==> src/rtl/xbar_nxm.sv <==
// N-master by M-slave request crossbar with one round-robin arbiter and FSM
// per slave; outputs are routed combinationally from the registered owner.
module xbar_nxm #(
    parameter int N_M    = 4,
    parameter int N_S    = 4,
    parameter int ADDR_W = 32,
    parameter int DATA_W = 32
) (
    input  logic                     clk,
    input  logic                     rst_n,
    input  logic [N_M-1:0]           m_req,
    input  logic [N_M*ADDR_W-1:0]    m_addr,
    input  logic [N_M-1:0]           m_cmd,
    input  logic [N_M*DATA_W-1:0]    m_wdata,
    output logic [N_M-1:0]           m_ack,
    output logic [N_M-1:0]           m_resp,
    output logic [N_M*DATA_W-1:0]    m_rdata,
    output logic [N_S-1:0]           s_req,
    output logic [N_S-1:0]           s_cmd,
    output logic [N_S*ADDR_W-1:0]    s_addr,
    output logic [N_S*DATA_W-1:0]    s_wdata,
    input  logic [N_S-1:0]           s_ack,
    input  logic [N_S-1:0]           s_resp,
    input  logic [N_S*DATA_W-1:0]    s_rdata
);

    localparam int SEL_W = $clog2(N_S);
    localparam int OWN_W = $clog2(N_M);

    typedef enum logic [1:0] {
        IDLE,
        GRANT,
        WAIT_RESP
    } st_t;

    st_t              st_q  [N_S];
    logic [OWN_W-1:0] own_q [N_S];
    logic [OWN_W-1:0] rr_q  [N_S];
    logic [OWN_W-1:0] win   [N_S];
    logic [N_S-1:0]   hit;
    logic [N_M-1:0]   busy;
    logic [SEL_W-1:0] tgt   [N_M];

    function automatic logic [OWN_W-1:0] rr_next(input logic [OWN_W-1:0] o);
        return (o == OWN_W'(N_M - 1)) ? '0 : o + OWN_W'(1);
    endfunction

    always_comb begin
        for (int i = 0; i < N_M; i++) begin
            tgt[i] = m_addr[i*ADDR_W + ADDR_W - 1 -: SEL_W];
        end
    end

    // A master held by any non-idle slave (granted or awaiting read data)
    // may not be picked again, which also keeps ownership exclusive.
    always_comb begin
        busy = '0;
        for (int i = 0; i < N_M; i++) begin
            for (int s = 0; s < N_S; s++) begin
                if (st_q[s] != IDLE && own_q[s] == OWN_W'(i)) begin
                    busy[i] = 1'b1;
                end
            end
        end
    end

    always_comb begin
        int   idx;
        logic found;
        for (int s = 0; s < N_S; s++) begin
            found  = 1'b0;
            win[s] = '0;
            for (int k = 0; k < N_M; k++) begin
                idx = int'(rr_q[s]) + k;
                if (idx >= N_M) begin
                    idx = idx - N_M;
                end
                if (!found && m_req[idx] && !busy[idx] &&
                    tgt[idx] == SEL_W'(s)) begin
                    found  = 1'b1;
                    win[s] = OWN_W'(idx);
                end
            end
            hit[s] = found;
        end
    end

    always_comb begin
        int o;
        s_req   = '0;
        s_cmd   = '0;
        s_addr  = '0;
        s_wdata = '0;
        m_ack   = '0;
        m_resp  = '0;
        m_rdata = '0;
        for (int s = 0; s < N_S; s++) begin
            o = int'(own_q[s]);
            if (st_q[s] == GRANT) begin
                s_req[s]                      = 1'b1;
                s_cmd[s]                      = m_cmd[o];
                s_addr[s*ADDR_W +: ADDR_W]    = m_addr[o*ADDR_W +: ADDR_W];
                s_wdata[s*DATA_W +: DATA_W]   = m_wdata[o*DATA_W +: DATA_W];
                if (s_ack[s]) begin
                    m_ack[o] = 1'b1;
                end
            end
            if (st_q[s] == WAIT_RESP && s_resp[s]) begin
                m_resp[o]                   = 1'b1;
                m_rdata[o*DATA_W +: DATA_W] = s_rdata[s*DATA_W +: DATA_W];
            end
        end
    end

    always_ff @(posedge clk or negedge rst_n) begin
        if (!rst_n) begin
            for (int s = 0; s < N_S; s++) begin
                st_q[s]  <= IDLE;
                own_q[s] <= '0;
                rr_q[s]  <= '0;
            end
        end else begin
            for (int s = 0; s < N_S; s++) begin
                unique case (st_q[s])
                    IDLE: begin
                        if (hit[s]) begin
                            own_q[s] <= win[s];
                            st_q[s]  <= GRANT;
                        end
                    end
                    GRANT: begin
                        if (s_ack[s]) begin
                            rr_q[s] <= rr_next(own_q[s]);
                            st_q[s] <= m_cmd[own_q[s]] ? IDLE : WAIT_RESP;
                        end else if (!m_req[own_q[s]]) begin
                            st_q[s] <= IDLE;
                        end
                    end
                    WAIT_RESP: begin
                        if (s_resp[s]) begin
                            st_q[s] <= IDLE;
                        end
                    end
                    default: st_q[s] <= IDLE;
                endcase
            end
        end
    end

    // A read in flight blocks its master, so ack and resp never coincide.
    for (genvar i = 0; i < N_M; i++) begin : g_chk
        a_ack_resp : assert property (
            @(posedge clk) disable iff (!rst_n) !(m_ack[i] && m_resp[i])
        );
    end

endmodule

==> config.mk <==
export PLATFORM = sky130hd
export DESIGN_NAME = xbar_nxm
export DESIGN_NICKNAME = d
export VERILOG_FILES = /design/src/rtl/xbar_nxm.sv
export SDC_FILE = /design/constraint.sdc
export NUM_CORES = 1
export LEC_CHECK = 0
export ABC_AREA = 1
export BUFFER_PORTS_ARGS = -buffer_cell sky130_fd_sc_hd__buf_2
export CAP_MARGIN = 20
export CORE_AREA = 5 5 309 311
export CTS_CLUSTER_DIAMETER = 40
export DETAILED_ROUTE_END_ITERATION = 12
export DIE_AREA = 0 0 314 316
export PLACE_DENSITY_LB_ADDON = 0.1
export SYNTH_ARGS = -nofsm -noshare
export SYNTH_HDL_FRONTEND = slang
export SYNTH_SLANG_ARGS = --single-unit
==> constraint.sdc <==
create_clock -name clk -period 3.7 [get_ports clk]
set_input_delay 0.185 -clock clk [delete_from_list [all_inputs] [get_ports clk]]
set_output_delay 0.185 -clock clk [all_outputs]
set_load 0.03 [all_outputs]
==> results.md, run 1 <==
- Status: completed
- Drt initial violations: about 2800
- CP Launch Point: own_q[7]
- Largest net degree at the start of global routing: 161
- Synth Cell Area: 16900 µm²
- Avg Synthesized Cell Area: 5.08 µm²
- Ys Warns: 0
- Post-synthesis mux area share: 0
- Leading cell type in the layout, fill and taps excluded: buf_2
- GRT overflow: 0
- Core area: 92500 µm²
- Hold Buf Count CTS: 1
- Critical path's slowest cell: o22ai_1
- Routability cong.: around 0.95
- Cell family with most CP delay: compound AO/OA/AOI/OAI gates
- Sequential area share after synthesis: 0.0354
- Setup_tns: 0 ns
- Flop-to-flop setup slack: roughly 0.77 ns
- Die W: between 300 and 400 µm
- Clock buffer depth: 2
- Power share of the combinational group: 0.941
- CTS root buf: clkbuf_16
- Synthesis-to-layout area growth: 30.9%
- Period utilization: 0.954
- Fin Clk Skew: 0.00656 ns
- DRC violations left: 0
- Worst-path cell chain: inv_1 > ha_1 > nor2_1 > nand4_1 > buf_4 > o22ai_1 > a22oi_1 > o22ai_1 > buf_2
- Routed via count: 27674
- CP Launch Type: register
- Tmin final: between 3 and 4 ns
- Io pins: 802
- Clk slew on worst S/H paths: 0.08 ns
- Worst Hold Class: in -> reg
- Hold path startpoint: s_resp[0]
- Slew Viols, Final: 0
- CP Buf/Inv Count: 3
- Simple-gate portion of the synthesized area: 0.273
- Die Y: 316 µm
- Worst-Skew Late Latency: 0.28 ns
- Post-synthesis compound-gate area fraction: 0.520
- RSZ-0062 raised after global routing: false
- P_leak: 0.00973 µW
- Flop pwr share: 0.040
- Post-CTS setup buffer count: 0
- Final Hold Vio Count: 0
- H-tree depth: 1
- WL/cell: around 27 µm
- Via/cell ratio: 5.43
- Synthesized Nets: about 3800
- Area share of the largest cell type after synthesis: 0.167
- Synthesized flop and latch total: 24
- Post-Syn Instances: 3334
- Max Cap Violations: 0
- Xor/xnor share of the synthesized area: 0.00347
- Total track usage: 0.257
- Final setup vio count: 0
- FMAX: between 200 and 300 MHz
- Die area: 99200 µm²
- # port buffers: approximately 800
- Commonest non-fill, non-tap cells in the layout: buf_2, a21oi_1, nand2_1
- Worst Path Class, Setup: reg -> out
- Crit path required time: approximately 3.5 ns
- CTS Buf Count: 3
- Post-DRT Antenna Nets: 0
- Worst-Margin Slew: 1.08 ns
- Critical path arrival: roughly 3.3 ns
- Nets@finish: 4303
- Share of cells above drive strength 1: 0.249
- Ys async rst share: 1.00
- Antenna violations before repair: 35
- Most used cell, CP: o22ai_1
- Post-synth top flop: dfrtp_1
- Placement Setup Slack: 0.607 ns
- Int Pwr: 4340 µW
- R2r startpoint: own_q[7]
- CTS sink count: 24
- Smallest setup slack after layout: 0.170 ns
- Sw Pwr: between 10000 and 15000 µW
- FILL cells: 10978
- Num rows: 112
- Dpl hpwl: 105 mm
- Area leader, netlist: a21oi_1
- Critical Path End Type: output port
- Switch share: 0.732
- Starting Density: 0.183
- Crit-path max cell delay: 0.73 ns
- Crit path max fanout: 32
- Max VDD drop: between 400 and 500 µV
- Adder-Cell Fraction of Synth Area: 0.0118
- Cell variety after synth: 46
- Number of global-route vias before repair: 26076
- Detailed Route WL: 138 mm
- Clock Power Share: 0.018
- Pwr dens: 730 nW/µm²
- Max-slew headroom at the worst pin: 0.283
- Post-synth EDFFs: 0
- First-pass GRT wire length: 193 mm
- Largest family of logic cells by synthesized area: compound AO/OA/AOI/OAI gates
- Synth top area cells: a21oi_1, o21ai_0, nand2_1
- CTS resizes: 0
- CTS tree: done
- Drt pass-1 iters: 8
path summary, 6_finish.rpt:
kind | endpoint | cells after the start
setup / recovery | m_rdata[29] | 9
hold / removal | st_q[7] | 2
setup reg to reg | own_q[4] | 15
hold reg to reg | st_q[5] | 3
max in group asynchronous | own_q[2] | 2
min in group asynchronous | rr_q[0] | 2
synthesized netlist by cell type (2+ instances only):
| cell | n |
|---|---|
| nand2_2 | 7 |
| o311ai_0 | 14 |
| nor2_4 | 8 |
| o2111ai_1 | 3 |
| clkbuf_1 | 260 |
| nand3_2 | 2 |
| a31oi_1 | 8 |
| nand3_1 | 234 |
| nand4_1 | 52 |
| inv_1 | 316 |
| buf_4 | 3 |
| o21ai_0 | 519 |
| dfrtp_1 | 24 |
| o22ai_1 | 78 |
| a22oi_1 | 32 |
| xor2_2 | 2 |
| nor2_1 | 146 |
| a41oi_1 | 6 |
| a211oi_1 | 2 |
| xnor2_1 | 2 |
| inv_2 | 14 |
| nand2_1 | 542 |
| o221ai_1 | 33 |
| nor3_1 | 36 |
| clkinv_1 | 4 |
| o21a_1 | 2 |
| a21oi_1 | 564 |
| ha_1 | 16 |
| o21ai_1 | 20 |
| nor2_2 | 12 |
| buf_2 | 45 |
| buf_1 | 39 |
| nor4_1 | 17 |
| o21ai_2 | 2 |
| o211ai_1 | 259 |
state kept, by name, summed over array words and instances, names as in the netlist:
| signal | count |
|---|---|
| own_q | 8 |
| rr_q | 8 |
| st_q | 8 |
metrics by stage:
step | cell area, µm² | std cells | power, µW | util | hold WS, ns
after detailed placement | 22000 | 5076 | 15900 | 0.238 | 0.289
after global placement | 22000 | 5076 | 15900 | 0.238 | 0.299
after CTS | 22100 | 5081 | 16200 | 0.239 | 0.102
after floorplan | 16900 | 3334 | 10500 | - | -0.111
final | 22200 | 5101 | 16200 | 0.240 | 0.110
after global routing | 22100 | 5084 | 17400 | 0.239 | 0.133
layout make-up:
cell class	count	area, µm²	share of cell area
flip-flops and latches	24	631	0.0284
multi-input cells	2628	13700	0.620
repair buffers	894	4900	0.221
diodes	20	50.0	0.00226
clock buffers	4	88.8	0.00401
well taps	1197	1500	0.0675
inverters	334	1250	0.0566
kinds of logic after synthesis:
logic type / count (synthesis)
DFF: 24
AOI/OAI and AO/OA: 1546
xor gates and xnor gates: 5
buffers and inverters: 682
adders and majority gates: 16
and+or+nand+nor: 1061
power by group through the flow:
stage	clock, µW	combinational, µW	sequential (µW)
finish	294	15200	654
detailed placement	0	15200	657
CTS	301	15300	654
floorplan	0	9990	486
global route	306	16400	683
global placement	0	15300	659
layer usage:
metal | up-vias | track usage | part of all wire
li1 | 12993 | - | -
met1 | 13062 | 0.314 | 0.39
met2 | 1360 | 0.451 | 0.48
met3 | 229 | 0.0520 | 0.081
met4 | 30 | 0.0860 | 0.040
met5 | - | 0 | 0.0015
Power figures use the tool's default switching activity.
==> run 2, diff against run 1 <==
==> config.mk (replaced) <==
export PLATFORM = sky130hd
export DESIGN_NAME = xbar_nxm
export DESIGN_NICKNAME = d
export VERILOG_FILES = /design/src/rtl/xbar_nxm.sv
export SDC_FILE = /design/constraint.sdc
export NUM_CORES = 1
export LEC_CHECK = 0
export BUFFER_PORTS_ARGS = -buffer_cell sky130_fd_sc_hd__buf_2
export CAP_MARGIN = 20
export CORE_AREA = 5 5 310 312
export CTS_CLUSTER_DIAMETER = 40
export DETAILED_ROUTE_END_ITERATION = 12
export DIE_AREA = 0 0 315 317
export PLACE_DENSITY_LB_ADDON = 0.1
export RECOVER_POWER = 100
export SYNTH_ARGS = -nofsm -noshare
export SYNTH_HDL_FRONTEND = slang
export SYNTH_SLANG_ARGS = --single-unit
==> results.md, run 2 <==
- Drt pass-1 iters: 6 (was 8)
- Worst Path Class, Setup: reg -> out (unchanged)
- Dpl hpwl: 82.1 mm (was 105 mm)
- Die Y: 317 µm (was 316 µm)
- Synth top area cells: mux4_2, and2_1, a21oi_1 (was a21oi_1, o21ai_0, nand2_1)
- Tmin final: 3.51 ns (was 3.53 ns)
- Max Cap Violations: 2 (was 0)
- Die W: 315 µm (was 314 µm)
- Most common cell in the netlist: and2_1 (was a21oi_1)
- Fin Clk Skew: 0.00358 ns (was 0.00656 ns)
- Crit path max fanout: 35 (was 32)
- Die area: 99900 µm² (was 99200 µm²)
- Worst Hold Class: in -> reg (unchanged)
- Avg Synthesized Cell Area: 9.01 µm² (was 5.08 µm²)
- CTS root buf: clkbuf_16 (unchanged)
- Biggest regs: own_q (8), rr_q (8), st_q (8) (unchanged)
- Routed via count: 18060 (was 27674)
- Sequential area share after synthesis: 0.0419 (was 0.0354)
- CTS sink count: 24 (unchanged)
- Ys async rst share: 1.00 (unchanged)
- Worst-Margin Slew: 1.65 ns (was 1.08 ns)
- Area share of the largest cell type after synthesis: 0.415 (was 0.167)
- Critical path arrival: 3.33 ns (was 3.34 ns)
- Largest net degree at the start of global routing: 66 (was 161)
- Pwr dens: 660 nW/µm² (was 730 nW/µm²)
- Max VDD drop: 406 µV (was 435 µV)
- Failing checks: max-capacitance violations, max-slew violations
- Post-CTS setup buffer count: 0 (unchanged)
- Post-synth EDFFs: 0 (unchanged)
- Core area: 92800 µm² (was 92500 µm²)
- Synth Cell Area: 14300 µm² (was 16900 µm²)
- CTS resizes: 0 (unchanged)
- Post-route cell area: 19500 µm² (was 22200 µm²)
- CTS tree: done (unchanged)
- Clock buffer depth: 2 (unchanged)
- Worst-Skew Late Latency: 0.26 ns (was 0.28 ns)
- First-pass GRT wire length: 149 mm (was 193 mm)
- DRC violations left: 0 (unchanged)
- Clk slew on worst S/H paths: 0.06 ns (was 0.08 ns)
- Nets@finish: 2678 (was 4303)
- Synthesized flop and latch total: 24 (unchanged)
- Setup_tns: 0 ns (unchanged)
- Period utilization: 0.949 (was 0.954)
- Critical Path End Type: output port (unchanged)
- Final Hold Vio Count: 0 (unchanged)
- FMAX: 285 MHz (was 283 MHz)
- Starting Density: 0.154 (was 0.183)
- RSZ-0062 raised after global routing: false (unchanged)
- Status: finished with violations (was completed)
- Commonest non-fill, non-tap cells in the layout: buf_2, mux4_2, clkbuf_1 (was buf_2, a21oi_1, nand2_1)
- H-tree depth: 1 (unchanged)
- Max-slew headroom at the worst pin: -0.0981 (was 0.283)
- Antenna violations before repair: 26 (was 35)
- Ys Warns: 0 (unchanged)
- Post-Syn Instances: 1589 (was 3334)
- Post-synth top flop: dfrtp_1 (unchanged)
- Synthesis-to-layout area growth: 36.3% (was 30.9%)
- Synthesized Nets: 2007 (was 3752)
- P_leak: 0.00735 µW (was 0.00973 µW)
- WL/cell: 30.3 µm (was 27.1 µm)
- # port buffers: 801 (unchanged)
- Crit path required time: 3.51 ns (about the same)
- Number of global-route vias before repair: 18948 (was 26076)
- Total track usage: 0.201 (was 0.257)
- Cell variety after synth: 70 (was 46)
- Final setup vio count: 0 (unchanged)
- Post-Place Cell Area: 19800 µm² (was 22000 µm²)
- Slew Viols, Final: 64 (was 0)
- Via/cell ratio: 5.11 (was 5.43)
- Io pins: 802 (unchanged)
- Num rows: 112 (unchanged)
- CP Launch Type: register (unchanged)
- Share of cells above drive strength 1: 0.407 (was 0.249)
- Commonest cells post-synth: and2_1, mux4_2, a21oi_1 (was a21oi_1, nand2_1, o21ai_0)
- Routability cong.: 0.952 (was 0.947)
- Drt initial violations: 1614 (was 2812)
- Post-DRT Antenna Nets: 0 (unchanged)
- CTS Buf Count: 3 (unchanged)
- Detailed Route WL: 107 mm (was 138 mm)
- Area leader, netlist: mux4_2 (was a21oi_1)
- GRT overflow: 0 (unchanged)
- Leading cell type in the layout, fill and taps excluded: buf_2 (unchanged)
[run 2: metal layers]
layer | GRT usage | wire (µm) | vias to the layer above
met3 | 0.0501 | 9350 | 117
met2 | 0.369 | 54200 | 1019
met5 | 0 | 74 | -
li1 | - | - | 7705
met1 | 0.241 | 41100 | 9207
met4 | 0.0356 | 2340 | 12
[run 2: power by group]
part	internal (µW)	switching [µW]
clock	143	96.5
combinational	4230	7690
sequential	402	314
total	4770	8100
[run 2: area by class of cell]
class,instances,area [µm²]
Fill cell,10530,73300
Multi-Input combinational cell,1347,12900
Timing Repair Buffer,859,4210
Tap cell,1254,1570
Sequential cell,24,631
Inverter,25,93.8
Clock buffer,3,75.1
Antenna cell,19,47.5
[run 2: through the flow]
stage / std cells / power [µW] / setup slack, ns / utilization / hold WS [ns]
2_1_floorplan: 1589 / 8750 / 0.358 / - / -0.111
3_3_place_gp: 3508 / 13300 / 0.606 / 0.214 / 0.252
3_5_place_dp: 3508 / 13200 / 0.602 / 0.214 / 0.243
4_1_cts: 3512 / 13500 / 0.307 / 0.215 / 0.121
5_1_grt: 3517 / 13700 / 0.0690 / 0.210 / 0.142
6_report: 3531 / 12900 / 0.189 / 0.210 / 0.121
[run 2: final timing paths]
path / startpoint / endpoint / slack [ns] / cells past startpoint
max: st_q[3] / m_rdata[37] / 0.19 / 8
min: s_resp[0] / st_q[7] / 0.12 / 2
max reg2reg: own_q[4] / own_q[0] / 0.24 / 10
min reg2reg: rr_q[2] / own_q[2] / 0.60 / 2
max in group asynchronous: rst_n / own_q[1] / 1.78 / 2
min in group asynchronous: rst_n / own_q[6] / 0.85 / 2
[run 2: cells by family (layout without fill, tap and decap cells)]
group / Yosys count / count (layout) / share of synthesized area
flip-flops: 24 / 24 / 0.0419
multiplexers: 270 / 270 / 0.420
AO/OA/AOI/OAI: 547 / 547 / 0.258
buffers and inverters: 218 / 887 / 0.0622
other: 0 / 19 / 0
AND/OR/NAND/NOR: 514 / 514 / 0.204
adder cells (fa/ha/maj): 16 / 16 / 0.0140
[run 2: repair_timing]
action,CTS,global route
endpoints found under the setup margin,0,0
hold buffers,1,0
hold endpoints to repair,24,0
[run 2: worst max-delay path: stages, from the launching register on]
cell and delay, ns:
dfrtp_1 0.62, nand2_1 0.22, nor2_1 0.43, and2_2 0.41, clkbuf_4 0.51, a221oi_1 0.10, a21oi_1 0.21, a22o_1 0.20
clkbuf_1 0.33
==> run 3, diff against run 2 <==
--- a/config.mk
+++ b/config.mk
@@ -11,7 +11,7 @@
 export CTS_CLUSTER_DIAMETER = 40
 export DETAILED_ROUTE_END_ITERATION = 12
 export DIE_AREA = 0 0 315 317
-export PLACE_DENSITY_LB_ADDON = 0.1
+export PLACE_DENSITY = 0.34
 export RECOVER_POWER = 100
 export SYNTH_ARGS = -nofsm -noshare
 export SYNTH_HDL_FRONTEND = slang
==> results.md, run 3 (same netlist as run 2, synthesis figures left out) <==
- CTS sink count: 24 (unchanged)
- Period utilization: 0.951 (was 0.949)
- Max-slew headroom at the worst pin: -0.314 (was -0.0981)
- Core area: 92800 µm² (unchanged)
- Final core utilization: 0.210 (about the same)
- WL/cell: 30.2 µm (was 30.3 µm)
- Die W: 315 µm (unchanged)
- Commonest non-fill, non-tap cells in the layout: buf_2, clkbuf_1, mux4_2 (was buf_2, mux4_2, clkbuf_1)
- Post-route cell area: 19500 µm² (about the same)
- Crit path max fanout: 43 (was 35)
- Num rows: 112 (unchanged)
- Worst Hold Class: in -> reg (unchanged)
- Hold path startpoint: s_resp[0] (unchanged)
- FMAX: 284 MHz (was 285 MHz)
- Clk slew on worst S/H paths: 0.07 ns (was 0.06 ns)
- Share of cells above drive strength 1: 0.389 (was 0.407)
- Starting Density: 0.154 (unchanged)
- Fin Clk Skew: 0.00244 ns (was 0.00358 ns)
- Largest net degree at the start of global routing: 66 (unchanged)
- Drt pass-1 iters: 6 (unchanged)
- Biggest regs: own_q (8), rr_q (8), st_q (8) (unchanged)
- Pwr dens: 665 nW/µm² (was 660 nW/µm²)
- Crit path required time: 3.51 ns (about the same)
- Total track usage: 0.199 (was 0.201)
- Post-Place Cell Area: 19800 µm² (about the same)
- Max Cap Violations: 2 (unchanged)
- R2r startpoint: own_q[4] (unchanged)
- Worst-Margin Slew: 1.97 ns (was 1.65 ns)
- Max VDD drop: 502 µV (was 406 µV)
- CTS Buf Count: 3 (unchanged)
- Drt initial violations: 1863 (was 1614)
- CP Launch Type: register (unchanged)
- CP Launch Point: own_q[7] (was st_q[3])
- Post-CTS setup buffer count: 0 (unchanged)
- Slew Viols, Final: 75 (was 64)
- Synthesis-to-layout area growth: 35.9% (was 36.3%)
- Nets@finish: 2673 (was 2678)
- Via/cell ratio: 5.21 (was 5.11)
- Clock buffer depth: 2 (unchanged)
- Io pins: 802 (unchanged)
- H-tree depth: 1 (unchanged)
- Status: finished with violations (unchanged)
- Setup_tns: 0 ns (unchanged)
- CTS root buf: clkbuf_16 (unchanged)
- Antenna violations before repair: 53 (was 26)
- Dpl hpwl: 81.5 mm (was 82.1 mm)
- Failing checks: max-capacitance violations, max-slew violations (unchanged)
- Post-DRT Antenna Nets: 0 (unchanged)
- CTS tree: done (unchanged)
- P_leak: 0.00718 µW (was 0.00735 µW)
- Final setup vio count: 0 (unchanged)
- GRT overflow: 0 (unchanged)
- # port buffers: 801 (unchanged)
- RSZ-0062 raised after global routing: false (unchanged)
- Leading cell type in the layout, fill and taps excluded: buf_2 (unchanged)
- Tmin final: 3.52 ns (was 3.51 ns)
- Critical Path End Type: output port (unchanged)
- Die Y: 317 µm (unchanged)
- Final Hold Vio Count: 0 (unchanged)
- Die area: 99900 µm² (unchanged)
- Worst Path Class, Setup: reg -> out (unchanged)
- DRC violations left: 0 (unchanged)
- Routed via count: 18403 (was 18060)
- Number of global-route vias before repair: 18721 (was 18948)
- First-pass GRT wire length: 147 mm (was 149 mm)
- Worst-Skew Late Latency: 0.27 ns (was 0.26 ns)
- Routability cong.: 0.896 (was 0.952)
- Detailed Route WL: 107 mm (about the same)
- Critical path arrival: 3.33 ns (about the same)
==> run 3: cell count changes in the layout (fill, tap and decap cells not counted), moves of 2 or more <==
cell,before,now
clkbuf_2,79,13
buf_6,0,2
diode_2,19,23
nand2_2,2,5
nand2_1,107,104
and2_0,39,61
clkbuf_4,4,1
clkbuf_1,255,300
buf_4,38,35
and2_1,228,206
buf_12,8,6
buf_2,474,496
==> run 3: timing repair <==
item	CTS	global route
hold buffers	1	0
setup endpoints to repair	0	0
resized for setup	0	0
endpoints found under the hold margin	24	0
==> run 3: cell type report <==
cell class / instances / area [µm²]
diodes: 23 / 57.6
well taps: 1254 / 1570
clock buffers: 4 / 88.8
fillers: 10531 / 73300
inverters: 25 / 93.8
repair buffers: 854 / 4100
flip-flops and latches: 24 / 627
multi-input cells: 1347 / 12900
==> run 3: layer usage <==
metal | track usage | vias up | routed length, µm
met5 | 0 | - | 229
met4 | 0.0422 | 34 | 2660
met3 | 0.0427 | 175 | 8600
met2 | 0.349 | 1168 | 51800
met1 | 0.254 | 9316 | 43500
li1 | - | 7710 | -
==> run 3: worst paths after layout <==
path	depth (start not counted)	slack, ns	to
hold reg to reg	2	0.62	own_q[2]
setup / recovery	5	0.18	s_wdata[16]
max in group asynchronous	2	1.93	own_q[5]
hold / removal	2	0.14	st_q[7]
min in group asynchronous	2	0.77	st_q[7]
setup reg to reg	10	0.29	own_q[1]
==> run 3: report_power, final <==
group,internal [µW],switching [µW],total (µW)
clock network,166,108,274
logic,4230,7680,11900
registers,398,362,760
total,4800,8150,12900
==> run 3: worst max-delay path, cell delays in order, from the launching register on <==
cell,delay [ns]
dfrtp_4,0.41
clkbuf_2,0.40
clkbuf_2,1.15
mux4_2,0.43
and2_1,0.20
clkbuf_1,0.36
==> run 3: stage by stage <==
stage / instances / hold WS [ns] / power [µW] / worst slack (ns)
floorplan: 1589 / -0.111 / 8750 / 0.358
global placement: 3503 / 0.209 / 13200 / 0.681
detailed placement: 3503 / 0.220 / 13100 / 0.624
CTS: 3508 / 0.148 / 13400 / 0.428
global route: 3514 / 0.151 / 13700 / 0.125
finish: 3531 / 0.140 / 12900 / 0.180
